## config.mk

```make
export PLATFORM = sky130hd
export DESIGN_NAME = seg_scan_driver
export DESIGN_NICKNAME = d
export VERILOG_FILES = /design/src/rtl/seg_scan_driver.sv
export SDC_FILE = /design/constraint.sdc
export NUM_CORES = 1
export LEC_CHECK = 0
export CAP_MARGIN = 10
export CORE_MARGIN = 5
export CORE_UTILIZATION = 34
export CTS_BUF_LIST = sky130_fd_sc_hd__clkbuf_4 sky130_fd_sc_hd__clkbuf_8
export DETAILED_ROUTE_END_ITERATION = 8
export PLACE_DENSITY = 0.62
export SLEW_MARGIN = 20
export SYNTH_ARGS = -nofsm -noshare
export SYNTH_HDL_FRONTEND = slang
export SYNTH_SLANG_ARGS = --single-unit
```

## constraint.sdc

```tcl
create_clock -name clk -period 3 [get_ports clk]
set_input_delay 0.45 -clock clk [delete_from_list [all_inputs] [get_ports clk]]
set_output_delay 0.45 -clock clk [all_outputs]
set_load 0.01 [all_outputs]
```

## src/rtl/seg_scan_driver.sv

```systemverilog
// seg_scan_driver: scan index + segment pattern generator for an 8-digit
// multiplexed 7-segment display. The displayed digits come from a double
// buffer. The active copy is only replaced at the frame boundary, so a frame
// never shows a mix of old and new digits. The first BLANK_CYCLES cycles of
// every slot are dark to hide ghosting while the com lines switch.
module seg_scan_driver #(
    parameter int CLK_DIV      = 1000,
    parameter int BLANK_CYCLES = 16
) (
    input  logic        clk,
    input  logic        rst_n,
    input  logic        scan_en,
    input  logic        load,
    input  logic [31:0] digits_in,
    input  logic [7:0]  dp_in,
    input  logic        lz_en,
    output logic [2:0]  count,
    output logic [7:0]  seg,
    output logic        blank,
    output logic        frame_done
);

    localparam int             DW       = $clog2(CLK_DIV);
    localparam logic [DW-1:0]  DIV_LAST = DW'(CLK_DIV - 1);
    localparam logic [DW:0]    BLANK_W  = (DW+1)'(BLANK_CYCLES);

    logic [DW-1:0] div_cnt;
    logic [31:0]   shadow_dig, active_dig;
    logic [7:0]    shadow_dp,  active_dp;
    logic          pending;

    // next-state signals; outputs are registered from these so that count,
    // seg, blank and frame_done all move on the same edge
    logic          slot_end, wrap;
    logic [DW-1:0] div_nxt;
    logic [2:0]    cnt_nxt;
    logic [31:0]   act_dig_nxt;
    logic [7:0]    act_dp_nxt;
    logic [3:0]    nib;
    logic          dp_bit;
    logic [7:0]    lead_zero;
    logic          suppress;
    logic          blank_nxt;
    logic [7:0]    seg_nxt;

    // hex to {a,b,c,d,e,f,g}
    function automatic logic [6:0] hex7(input logic [3:0] h);
        case (h)
            4'h0: hex7 = 7'b1111110;
            4'h1: hex7 = 7'b0110000;
            4'h2: hex7 = 7'b1101101;
            4'h3: hex7 = 7'b1111001;
            4'h4: hex7 = 7'b0110011;
            4'h5: hex7 = 7'b1011011;
            4'h6: hex7 = 7'b1011111;
            4'h7: hex7 = 7'b1110000;
            4'h8: hex7 = 7'b1111111;
            4'h9: hex7 = 7'b1111011;
            4'hA: hex7 = 7'b1110111;
            4'hB: hex7 = 7'b0011111;
            4'hC: hex7 = 7'b1001110;
            4'hD: hex7 = 7'b0111101;
            4'hE: hex7 = 7'b1001111;
            default: hex7 = 7'b1000111;
        endcase
    endfunction

    // slot timing, buffer swap selection and segment decode for the next cycle
    always_comb begin
        slot_end = (div_cnt == DIV_LAST);
        wrap     = scan_en && slot_end && (count == 3'd7);
        div_nxt  = slot_end ? '0 : div_cnt + 1'b1;
        cnt_nxt  = slot_end ? count + 3'd1 : count;

        // a load landing on the boundary edge bypasses the shadow copy
        act_dig_nxt = active_dig;
        act_dp_nxt  = active_dp;
        if (wrap && load) begin
            act_dig_nxt = digits_in;
            act_dp_nxt  = dp_in;
        end else if (wrap && pending) begin
            act_dig_nxt = shadow_dig;
            act_dp_nxt  = shadow_dp;
        end

        // count 0 is the leftmost digit, held in the top nibble; 7-c == ~c
        nib    = act_dig_nxt[{~cnt_nxt, 2'b00} +: 4];
        dp_bit = act_dp_nxt[~cnt_nxt];

        // lead_zero[i]: digit i and everything to its left are zero
        lead_zero = '0;
        for (int i = 0; i < 8; i++) begin
            lead_zero[i] = (act_dig_nxt[31-4*i -: 4] == 4'h0) &&
                           ((i == 0) ? 1'b1 : lead_zero[i-1]);
        end
        suppress = lz_en && (cnt_nxt != 3'd7) && lead_zero[cnt_nxt];

        blank_nxt = ({1'b0, div_nxt} < BLANK_W);
        seg_nxt   = (blank_nxt || suppress) ? 8'h00 : {hex7(nib), dp_bit};
    end

    // scan state, double buffer and registered outputs
    always_ff @(posedge clk or negedge rst_n) begin
        if (!rst_n) begin
            div_cnt    <= '0;
            count      <= 3'd0;
            seg        <= 8'h00;
            blank      <= 1'b1;
            frame_done <= 1'b0;
            shadow_dig <= '0;
            shadow_dp  <= '0;
            active_dig <= '0;
            active_dp  <= '0;
            pending    <= 1'b0;
        end else begin
            if (load) begin
                shadow_dig <= digits_in;
                shadow_dp  <= dp_in;
                pending    <= 1'b1;
            end
            if (!scan_en) begin
                // parked at the start of the held slot, so re-enable
                // begins with a full blanking interval
                div_cnt    <= '0;
                seg        <= 8'h00;
                blank      <= 1'b1;
                frame_done <= 1'b0;
            end else begin
                div_cnt    <= div_nxt;
                count      <= cnt_nxt;
                seg        <= seg_nxt;
                blank      <= blank_nxt;
                frame_done <= wrap;
                active_dig <= act_dig_nxt;
                active_dp  <= act_dp_nxt;
                if (wrap) pending <= 1'b0;
            end
        end
    end

endmodule

```

# [Word-level counts from Yosys, hierarchy flattened]
# Memory sizes are Yosys's and may differ from the RTL's.
# Cells that the tools add are included.
# Widths: inputs -> output; s select.
[totals] regBits=104 latch_bits=0 ram_bits=0 romBits=112 in_bits=45 out_inout_bits=13 elab_cells=61 memories=1
[memory_table] name="(name not given)" words=16 word_bits=7 read_ports=1 rd_clocked_by_memory_dff=0 write_ports=0 line="48" text="case (h)"
[classes] add_sub_neg=2 multipliers=0 n_div=0 n_lt_le_gt_ge=3 eq_ne=3 n_shift=1 n_mux=18 bitwise=1 n_reduce_logical=22
[ops] op="$mux 32" n=2
[ops] op="$logic_not 4->1" n=8
[ops] op="$mux 8" n=4
[ops] op="$shiftx 32x6->4" n=1
[ops] op="$mux 10" n=2
[ops] op="$logic_and 1x1->1" n=13
[ops] op="$add 10x1->10 const B" n=1
[ops] op="$eq 10x10->1 const B" n=1
[ops] op="$lt 10x5->1 const B" n=1
[ops] op="$lt 3x4->1 const B" n=2
[ops] op="$mux 1" n=7
[ops] op="$bmux 1 s3" n=2
[ops] op="$add 3x1->3 const B" n=1
[ops] op="$eq 3x3->1 const B" n=1
[ops] op="$mux 3" n=1
[ops] op="$ne 3x3->1 const B" n=1
[ops] op="$not 3->3" n=1
[ops] op="$logic_or 1x1->1" n=1

# [Longest topological paths before layout]
# Gate-level depths: netlist of the first run.
[depth] depth_word=20 mapped_depth=17 mapped_depth_nobuf=15

# [Worst setup path after synthesis of the first run]
# No wires, ideal clock.
[synth_timing] path_kind="reg2reg" startpoint="register count[1]" endpoint="register seg[4]" setup_time_ns=0.072 t_arrival_ns=3.246 required_ns=2.928 path_slack_ns=-0.318 path_stages_with_launch=15 path_buffers=1 period_less_slack_ns=3.318 cell_sequence="dfrtp_1 ha_1 ha_1 and2_1 nand4_2 clkbuf_1 nand2_1 a21oi_1 a211oi_1 a22oi_1 inv_1 ha_1 inv_1 mux4_1 nor2_1"
[synth_between] elab_chain_len=19 elab_cells_between_ends=34 classes_between="add/sub (1); eq/ne (2); shift (1); mux (7); bitwise (1); reduce/logical (21); memory (1)"
[synth_rtl] item="from (decl)" line="17" text="output logic [2:0] count,"
[synth_rtl] item="from (signal assigned)" line="130" text="count <= cnt_nxt;"
[synth_rtl] item="parallel branches: the longest is 17 deep, another holds $mem_v2 16x7"
[synth_rtl] item="$mux 8 (*)" line="99" text="seg_nxt = (blank_nxt || suppress) ? 8'h00 : {hex7(nib), dp_bit};"
[synth_rtl] item="$mux 8 (*)" line="121" text="if (!scan_en) begin"
[synth_rtl] item="to (signal assigned)" line="131" text="seg <= seg_nxt;"
[synth_rtl] item="to (decl)" line="18" text="output logic [7:0] seg,"
# Every way passes the cells marked *. The select of a mux whose other input is x is not followed.
# A chain may end at the register's enable or synchronous reset.

# [Final worst setup path of the first run]
[layout_timing] startpoint="register count[1]" endpoint="register seg[7]"
# The elaborated chain is that of the path after synthesis.

==> summary.txt, run 1 <==
Pre-Repair DR Iteration Count - 5
Slew @ Worst Pin - 666 ps
Net Sw Power - 0.796 mW
Cell Chain, Critical Path - ha_4 -> ha_4 -> buf_4 -> nand2_2 -> buf_6 -> nor4_4 -> buf_12 -> a22oi_1 -> nand2_1 -> buf_6 -> nor4_4 -> buf_4 -> nand4b_1 -> o31ai_1 -> a21o_2 -> buf_12 -> nor3_1
Util after Layout - 48.0%
Startpoint types - register
Outcome - finished, violations left
Row count - 46
Power Internal - 2.17 mW
Synth top area cells - dfrtp_1 47%, nand2_1 5.5%, mux2_2 5.3%
Final Hold Viols - 0
Placed insts - 912
Clock H-tree levels - 3
Largest delay share family, worst path - buffers and inverters
Switching Fraction - 26.9%
DR iter-0 viols - 449
MaxCap Viol Count - 0
Die area - 18900 sq um
Worst Slack Setup Final - -29.3 ps
Worst hold path type - in -> async
Crit Path Class - reg -> reg
Logic gate share of total power - 18.6%
CTS Buf Count - 9
Post-synth EDFFs - 0
WL/cell - 17.1 um
I/O Pins - 58
Initial Util - 34.7%
Clk pwr share - 30.5%
Fin Setup TNS - -121 ps
Layout cell share with drive strength beyond 1 - 31.6%
Fmax - 330 MHz
DRC Markers - 0
DPL Wire Length - 12100 um
Max_slew headroom - 55.6%
First-pass GRT wire length - 25800 um
Setup WS pre-CTS - -471 ps
Power Density - 387 nW/um^2
Hold_ws - 80.7 ps
Failing checks - setup timing
Vias post-DR - 4824
Leak Pwr - 3.49 nW
Worst Skew - 10.4 ps
Core area - 15900 sq um
Sequential-to-total area share from yosys stat - 47.0%
Maximum vdd drop - 0.240 mV
Clk buf depth - 2
Routed Antenna Nets - 0
Die Span Y - 138 um
Layout Nets - 771
Synth Cell Area - 5530 sq um
Synth unique cells - 68
Post-DR vias/cell - 5.15
N_diodes - 0
#FFs+latches synth - 104
Seq pwr share - 50.9%
Primary FF master, synth - dfrtp_1
WP buf/inv - 6
Cells after synthesis - 561
Synthesized Nets - 615
# setup viols final - 7
CTS tree - done
Synth area leader - dfrtp_1
WP data arrival - 3300 ps
Clock latency on the worst-skew pair - 380 ps
Fraction of registers with async set/reset - 100%
Vias in the first global route - 4839
Final period utilization - 101%
Initial antenna violation count - 0
# fillers - 1475
Die width - 138 um
Grt total ovfl - 0
Root Buffer - clkbuf_8
Max FO, Critical Path - 11
Routability Congestion - 0.933
Slew Viols, Final - 0
Non-filler cells in the finished layout - 937
Drt total wl - 16000 um
Number of port buffers - 57
Reg clk slew, reported paths - 100 ps
RSZ-0062 raised after global routing - true
Total GRT Usage - 17.5%
Clock sink total - 104
Synth cell count leaders - 103 x dfrtp_1, 81 x nand2_1, 41 x nor2_1
Area share of the largest cell type after synthesis - 46.6%
Count leader, synth - dfrtp_1
Largest net degree at the start of global routing - 56
Fin crit period - 3030 ps
Area grow syn2layout - 38.2%
Synthesized area per cell - 9.86 sq um
CP peak stage delay - 440 ps
Yosys Warn Count - 0
Worst EP required - 3270 ps
Critical Path Slowest Stage Cell - dfrtp_2
CP endpoint kind - register
==> cell families (layout without fill, tap and decap cells) <==
| kind of cell | count (synthesis) | count (layout) | share of synthesized area (%) |
|---|---|---|---|
| multiplexers | 30 | 30 | 6.40 |
| buffers and inverters | 63 | 223 | 5.25 |
| AO/OA/AOI/OAI | 135 | 135 | 18.3 |
| AND/OR/NAND/NOR | 209 | 209 | 19.1 |
| flip-flops | 104 | 104 | 47.0 |
| XOR/XNOR | 11 | 11 | 1.88 |
| adder cells (fa/ha/maj) | 9 | 9 | 2.03 |
==> cell usage in the layout, fill, tap and decap left out, types with 4 or more instances in the layout <==
cell / count
nor2_1: 39
mux2_2: 26
buf_6: 7
nor4_1: 9
nand2_2: 4
buf_4: 114
xnor2_1: 6
o41ai_1: 4
clkbuf_8: 10
a21oi_1: 15
nand3_1: 18
nand2b_1: 11
ha_1: 4
a22oi_1: 13
inv_1: 23
nor3_1: 16
o21ai_0: 25
a32oi_1: 12
a221o_1: 8
o211ai_1: 14
dfrtp_1: 102
nand2_1: 77
buf_12: 4
clkdlybuf4s50_1: 55
a221oi_2: 6
==> power by group through the flow <==
stage	Combinational [mW]	Sequential (mW)	Clock [mW]
6_report	0.551	1.51	0.903
5_1_grt	0.606	1.51	0.988
4_1_cts	0.537	1.51	0.935
3_5_place_dp	0.519	1.53	0
3_3_place_gp	0.507	1.53	0
2_1_floorplan	0.254	1.53	0
==> per-stage QoR <==
stage / instance area, sq um / power, mW
floorplan: 5630 / 1.78
global placement: 7160 / 2.04
detailed placement: 7160 / 2.05
CTS: 7470 / 2.98
global route: 7650 / 3.11
finish: 7650 / 2.96
==> worst paths after layout <==
check | start | endpoint | slack (ps) | cells after the start
min in group clk | active_dig[8]$_DFFE_PN0P_ | active_dig[8]$_DFFE_PN0P_ | 510 | 2
max reg2reg | count[1]$_DFFE_PN0P_ | seg[7]$_DFF_PN0_ | -30 | 17
max in group asynchronous | rst_n | seg[5]$_DFF_PN0_ | 2190 | 2
max | count[1]$_DFFE_PN0P_ | seg[7]$_DFF_PN0_ | -30 | 17
min reg2reg | active_dig[8]$_DFFE_PN0P_ | active_dig[8]$_DFFE_PN0P_ | 510 | 2
min | rst_n | shadow_dp[6]$_DFFE_PN0P_ | 80 | 1
==> final cells by class <==
cell class              instances  area (sq um)  area share (%)
inverters                      26           103            1.34
clock inverters                 3          42.5           0.556
well taps                     216           270            3.53
clock buffers                  12           153            2.00
multi-input cells             394          2890            37.8
flip-flops and latches        104          2610            34.1
repair buffers                182          1580            20.7
==> registers in the layout, indices dropped and copies added, names as in the netlist <==
register    cells
blank           1
active_dig     32
active_dp       8
pending         1
frame_done      1
div_cnt        10
shadow_dig     32
shadow_dp       8
seg             8
count           3
==> worst reg2reg max path, stage by stage (launching register included) <==
cell and delay, ps:
dfrtp_2 440, ha_4 170, ha_4 150, buf_4 130, nand2_2 90, buf_6 100
nor4_4 40, buf_12 150, a22oi_1 140, nand2_1 140, buf_6 150, nor4_4 240
buf_4 150, nand4b_1 140, o31ai_1 290, a21o_2 210, buf_12 140, nor3_1 60
==> layer usage <==
metal | vias up | wire length, um | global-route usage (%)
met2 | 112 | 7420 | 26.7
met4 | 0 | 375 | 7.32
met3 | 25 | 688 | 3.14
met5 | - | 0 | 0
li1 | 2341 | - | -
met1 | 2346 | 7560 | 24.5
==> repair_timing <==
action                     in CTS  in global routing
gates resized for setup        17                 29
pin swaps                      12                  7
setup endpoints to repair       8                  8
hold buffers                    0                  0
setup buffers                   6                  3
gates cloned                    0                  1
No activity file was read; power rests on OpenSTA's default activity.
==> inputs of run 2 (changes only) <==
--- a/config.mk
+++ b/config.mk
@@ -5,6 +5,7 @@
 export SDC_FILE = /design/constraint.sdc
 export NUM_CORES = 1
 export LEC_CHECK = 0
+export ABC_AREA = 1
 export CAP_MARGIN = 10
 export CORE_MARGIN = 5
 export CORE_UTILIZATION = 34
==> summary.txt, run 2 <==
Vias post-DR - 5017 (+4.0%)
Worst reg2reg path startpoint - div_cnt[0]$_DFF_PN0_
Synthesized Nets - 812 (+32%)
CP endpoint kind - register
Final period utilization - 93.2% (-7.7 points)
Most frequent cells in the layout - 258 x nand2_1, 103 x dfrtp_1, 94 x inv_1
CTS tree - done
Cells after synthesis - 758 (+35%)
#FFs+latches synth - 104 (unchanged)
Core area - 16400 sq um (+2.9%)
Sequential-to-total area share from yosys stat - 46.3% (-0.75 points)
Die width - 139 um (+0.75%)
Drt total wl - 15100 um (-6.0%)
Max_slew headroom - 48.0% (-7.6 points)
Synth unique cells - 39 (-43%)
# setup viols final - 0 (-7)
Post-synthesis xor/xnor area fraction - 0.445% (-1.4 points)
Initial Util - 34.3% (-0.43 points)
Startpoint types - register
Synth area leader - dfrtp_1
Post-Synth Simple-Gate Area - 33.0% (+14 points)
WP data arrival - 3080 ps (-220 ps)
Primary FF master, synth - dfrtp_1
Slew Viols, Final - 0 (unchanged)
Power Density - 446 nW/um^2 (+15%)
Fin crit period - 2800 ps (-232 ps)
I/O Pins - 58 (unchanged)
Leak Pwr - 3.56 nW (+2.1%)
Hold_buf cts - 0 (unchanged)
Worst R2R Path Depth - 17 (unchanged)
Post-synth EDFFs - 0 (unchanged)
RSZ-0062 raised after global routing - true
N_diodes - 0 (unchanged)
Worst EP required - 3280 ps (about the same)
Pre-Repair DR Iteration Count - 6 (+1)
CTS Buf Count - 9 (unchanged)
Routability Congestion - 0.827 (-11%)
Synth cell count leaders - 261 x nand2_1, 103 x dfrtp_1, 95 x inv_1
# fillers - 1671 (+13%)
Worst Skew - 17.2 ps (+6.79 ps)
Reg2reg end - seg[6]$_DFF_PN0_
Fmax - 357 MHz (+8.3%)
Initial antenna violation count - 0 (unchanged)
Final Hold Viols - 0 (unchanged)
DPL Wire Length - 11300 um (-6.4%)
DRC Markers - 0 (unchanged)
Die Span Y - 139 um (+0.75%)
Vias in the first global route - 5073 (+4.8%)
Most common cell after layout, fill and taps aside - nand2_1
MaxCap Viol Count - 0 (unchanged)
Maximum vdd drop - 0.208 mV (-13%)
Max FO, Critical Path - 9 (-2)
Reg clk slew, reported paths - 100 ps (about the same)
Slew @ Worst Pin - 779 ps (+113 ps)
Synth top area cells - dfrtp_1 46%, nand2_1 17%, inv_1 6.3%
Hold_ws - 111 ps (+29.9 ps)
Largest net degree at the start of global routing - 60 (+7.1%)
Number of port buffers - 57 (unchanged)
WL/cell - 13.9 um (-19%)
Grt total ovfl - 0 (unchanged)
Root Buffer - clkbuf_8
Worst Slack Setup Final - 203 ps (+232 ps)
DR iter-0 viols - 449 (unchanged)
Layout Nets - 916 (+19%)
Post-synthesis adder-cell area fraction - 2.00% (-0.033 points)
Routed Antenna Nets - 0 (unchanged)
Setup WS pre-CTS - -146 ps (+325 ps)
Count leader, synth - nand2_1
Die area - 19200 sq um (+1.5%)
Synthesized area per cell - 7.42 sq um (-25%)
Clock sink total - 104 (unchanged)
Area grow syn2layout - 26.7%
Crit Path Class - reg -> reg
Post-synthesis mux area share - 0% (-6.4 points)
Clock H-tree levels - 3 (unchanged)
Largest family of logic cells by synthesized area - simple AND/OR/NAND/NOR gates
Reg2reg setup slack - 200 ps (+230 ps)
Clock latency on the worst-skew pair - 400 ps (+20 ps)
Fraction of registers with async set/reset - 100% (unchanged)
First-pass GRT wire length - 25400 um (-1.5%)
Synth Cell Area - 5620 sq um (+1.6%)
Clk buf depth - 2 (unchanged)
Layout cell share with drive strength beyond 1 - 14.6% (-17 points)
Regs by FF count - active_dig (32), shadow_dig (32), div_cnt (10)
Compound-Gate Fraction of Synth Area - 8.83% (-9.5 points)
Area share of the largest cell type after synthesis - 45.8% (-0.75 points)
Worst hold path type - in -> async
Row count - 47 (+2.2%)
Outcome - complete, no violations
Total GRT Usage - 16.1% (-1.4 points)
Post-DR vias/cell - 4.62 (-10%)
Yosys Warn Count - 0 (unchanged)
[run 2: through the flow]
step / cells / total power [mW] / cell area [sq um] / TNS, ps / util (%)
floorplan: 758 / 1.91 / 5620 / 0 / -
global placement: 1056 / 2.17 / 6700 / -537 / 40.8
detailed placement: 1056 / 2.18 / 6700 / -573 / 40.8
CTS: 1072 / 3.16 / 6920 / 0 / 42.2
global route: 1087 / 3.35 / 7130 / -177 / 43.4
finish: 1087 / 3.18 / 7130 / 0 / 43.4
[run 2: what timing repair did]
action,4_1_cts,5_1_grt
endpoints found under the setup margin,1,8
buffers inserted,0,15
hold endpoints to repair,0,0
pin swaps,0,11
resized for setup,1,20
gates cloned,0,0
[run 2: worst max-delay path: stages (launching register included)]
cell	delay, ps
dfrtp_1	400
ha_2	200
nand2_2	90
nor2_4	190
nand2_4	140
o21ai_4	270
inv_4	80
nor2_4	180
nand3_1	150
nand2_1	90
nor2_1	40
nand2_1	60
nand2_1	80
ha_1	290
nand3_1	100
or2_0	210
nand2_1	70
nor2_1	30
[run 2: layout make-up]
type,instances,area [sq um],share of cell area (%)
Clock inverter,7,96.3,1.35
Tap cell,220,275,3.86
Inverter,100,382,5.36
Sequential cell,104,2600,36.5
Clock buffer,9,124,1.74
Multi-Input combinational cell,525,2560,35.9
Timing Repair Buffer,122,1090,15.3
[run 2: cells by family (layout without fill, tap and decap cells)]
group                    Yosys count  count (layout)
AO/OA/AOI/OAI                     90              90
XOR/XNOR                           2               2
adder cells (fa/ha/maj)            9               9
buffers and inverters            129             238
flip-flops                       104             104
AND/OR/NAND/NOR                  424             424
[run 2: worst max-delay path by stage]
stage	start	end	slack (ps)
floorplan	count[0]$_DFFE_PN0P_	seg[6]$_DFF_PN0_	60
global placement	scan_en	seg[7]$_DFF_PN0_	-170
detailed placement	scan_en	seg[6]$_DFF_PN0_	-150
CTS	div_cnt[0]$_DFF_PN0_	seg[6]$_DFF_PN0_	1
global route	div_cnt[0]$_DFF_PN0_	seg[7]$_DFF_PN0_	-60
finish	div_cnt[0]$_DFF_PN0_	seg[6]$_DFF_PN0_	200
[run 2: where the power goes]
group | switching (mW) | internal (mW) | leakage, nW
Clock | 0.519 | 0.469 | 0.101
Sequential | 0.0320 | 1.46 | 1.25
Combinational | 0.417 | 0.286 | 2.21
Total | 0.967 | 2.21 | 3.56
[run 2: per-layer routing]
| metal | wire [um] | track usage, % | share of wire (%) | vias to the layer above |
|---|---|---|---|---|
| li1 | - | - | - | 2587 |
| met1 | 7240 | 21.8 | 48 | 2313 |
| met2 | 7030 | 26.2 | 47 | 98 |
| met3 | 514 | 2.31 | 3.4 | 19 |
| met4 | 307 | 6.33 | 2.0 | 0 |
| met5 | 0 | 0 | 0 | - |
==> inputs of run 3 (changes only) <==
--- a/config.mk
+++ b/config.mk
@@ -7,7 +7,7 @@
 export LEC_CHECK = 0
 export ABC_AREA = 1
 export CAP_MARGIN = 10
-export CORE_MARGIN = 5
+export CORE_MARGIN = 2
 export CORE_UTILIZATION = 34
 export CTS_BUF_LIST = sky130_fd_sc_hd__clkbuf_4 sky130_fd_sc_hd__clkbuf_8
 export DETAILED_ROUTE_END_ITERATION = 8
==> summary.txt, run 3 (synthesized netlist as in run 2, its figures left out) <==
Clk buf depth - 2 (unchanged)
Drt total wl - 15100 um (+0.14%)
Clock sink total - 104 (unchanged)
CTS Buf Count - 9 (unchanged)
Initial antenna violation count - 0 (unchanged)
Routed Antenna Nets - 0 (unchanged)
Pre-Repair DR Iteration Count - 5 (-1)
# setup viols final - 0 (unchanged)
Largest net degree at the start of global routing - 56 (-6.7%)
Worst EP required - 3290 ps (about the same)
Vias in the first global route - 4907 (-3.3%)
Final period utilization - 94.2% (+0.94 points)
Worst Skew - 13.6 ps (-3.51 ps)
Root Buffer - clkbuf_8
Maximum vdd drop - 0.222 mV (+6.7%)
DR iter-0 viols - 396 (-12%)
Worst R2R Path Depth - 15 (-2)
MaxCap Viol Count - 0 (unchanged)
Slew @ Worst Pin - 675 ps (-104 ps)
DPL Wire Length - 10800 um (-4.3%)
Most frequent cells in the layout - 254 x nand2_1, 103 x dfrtp_1, 92 x inv_1
Reg2reg end - seg[6]$_DFF_PN0_
Fin crit period - 2830 ps (+28.2 ps)
Startpoint types - register
I/O Pins - 58 (unchanged)
Power Density - 448 nW/um^2 (+0.44%)
Worst hold path type - in -> async
WL/cell - 14.0 um (+0.51%)
Crit Path Class - reg -> reg
Layout cell share with drive strength beyond 1 - 14.6% (-0.048 points)
Most common cell after layout, fill and taps aside - nand2_1
Regs by FF count - active_dig (32), shadow_dig (32), div_cnt (10)
First-pass GRT wire length - 24800 um (-2.4%)
N_diodes - 0 (unchanged)
Final Hold Viols - 0 (unchanged)
Slew Viols, Final - 0 (unchanged)
Reg clk slew, reported paths - 110 ps (about the same)
Max FO, Critical Path - 6 (-3)
Vias post-DR - 5099 (+1.6%)
Area grow syn2layout - 26.5%
Footprint of the multi-input gates - 2560 sq um (+0.20%)
Overall Power - 3.19 mW (+0.32%)
Util after Layout - 43.5% (+0.10 points)
Clock H-tree levels - 3 (unchanged)
Storage cell area - 2600 sq um (unchanged)
Hold_buf cts - 0 (unchanged)
Placed insts - 1054 (-0.19%)
Non-filler cells in the finished layout - 1083 (-0.37%)
WP data arrival - 3110 ps (+30 ps)
Post-DR vias/cell - 4.71 (+2.0%)
Layout Nets - 912 (-0.44%)
Fmax - 354 MHz (-1.0%)
Number of port buffers - 57 (unchanged)
DRC Markers - 0 (unchanged)
Leak Pwr - 3.57 nW (+0.22%)
Routability Congestion - 0.882 (+6.7%)
Initial Util - 34.4% (+0.12 points)
Outcome - complete, no violations
Die Span Y - 133 um (-4.3%)
Die width - 133 um (-4.3%)
Core area - 16300 sq um (-0.36%)
Row count - 47 (unchanged)
Grt total ovfl - 0 (unchanged)
Clock latency on the worst-skew pair - 400 ps (about the same)
CP endpoint kind - register
Reg2reg setup slack - 170 ps (-30 ps)
Die area - 17600 sq um (-8.5%)
# fillers - 1693 (+1.3%)
Worst reg2reg path startpoint - div_cnt[0]$_DFF_PN0_
Total GRT Usage - 17.7% (+1.6 points)
Max_slew headroom - 55.0% (+6.9 points)
CTS tree - done
==> run 3: changes by cell type in the layout (fill, tap and decap cells not counted), sizes merged <==
| cell | change |
|---|---|
| buf | -5 |
| clkbuf | +2 |
| clkinvlp | -2 |
| clkinv | +1 |
==> run 3: through the flow <==
step	setup slack (ps)	area [sq um]	setup TNS, ps	hold slack (ps)
after floorplan	58.7	5620	0	154
after global placement	-52.5	6700	-52.5	455
after detailed placement	-55.4	6700	-55.4	460
after CTS	41.7	6920	0	104
after global routing	-49.6	7120	-58.0	125
final	174	7120	0	64.8
==> run 3: worst max path at each step <==
stage                                    start          endpoint  slack [ps]
after CTS                 div_cnt[0]$_DFF_PN0_  seg[6]$_DFF_PN0_          40
after global placement                 scan_en  seg[6]$_DFF_PN0_         -50
after global routing      div_cnt[0]$_DFF_PN0_  seg[6]$_DFF_PN0_         -50
final                     div_cnt[0]$_DFF_PN0_  seg[6]$_DFF_PN0_         170
after floorplan           count[0]$_DFFE_PN0P_  seg[6]$_DFF_PN0_          60
after detailed placement               scan_en  seg[6]$_DFF_PN0_         -60
==> run 3: final cells by class <==
class,instances,area share (%)
clock buffer,10,1.93
tap,220,3.87
clock inverter,6,1.16
multi-input combinational,525,36.0
sequential,104,36.6
timing repair buffer,118,15.1
inverter,100,5.36
==> run 3: repair_timing <==
action,CTS,global route
endpoints found under the setup margin,0,8
resized for setup,0,25
setup buffers,0,12
==> run 3: where the power goes <==
group	switching [mW]	total (mW)	internal, mW	leakage (nW)
logic	0.413	0.690	0.277	2.21
registers	0.0343	1.49	1.46	1.25
clock network	0.520	1.01	0.489	0.112
total	0.968	3.19	2.22	3.57
==> run 3: per-layer routing <==
metal	share of wire (%)	global-route usage [%]	vias to the layer above	wire length [um]
met5	0	0	-	0
met4	2.3	6.63	0	341
met3	5.0	3.41	23	763
met2	45	27.5	121	6740
met1	48	24.6	2367	7270
li1	-	-	2588	-
==> run 3: worst max-delay path, cell delays in order, from the launching register on <==
cell,delay [ps]
dfrtp_1,440
ha_4,170
nand2_4,70
nor2_4,220
nand2_4,120
o21ai_4,240
inv_4,70
nor2_4,210
nand3_1,160
nand4_1,150
nand2_2,110
ha_1,290
nand3_1,100
or2_0,240
nand2_1,70
nor2_1,30
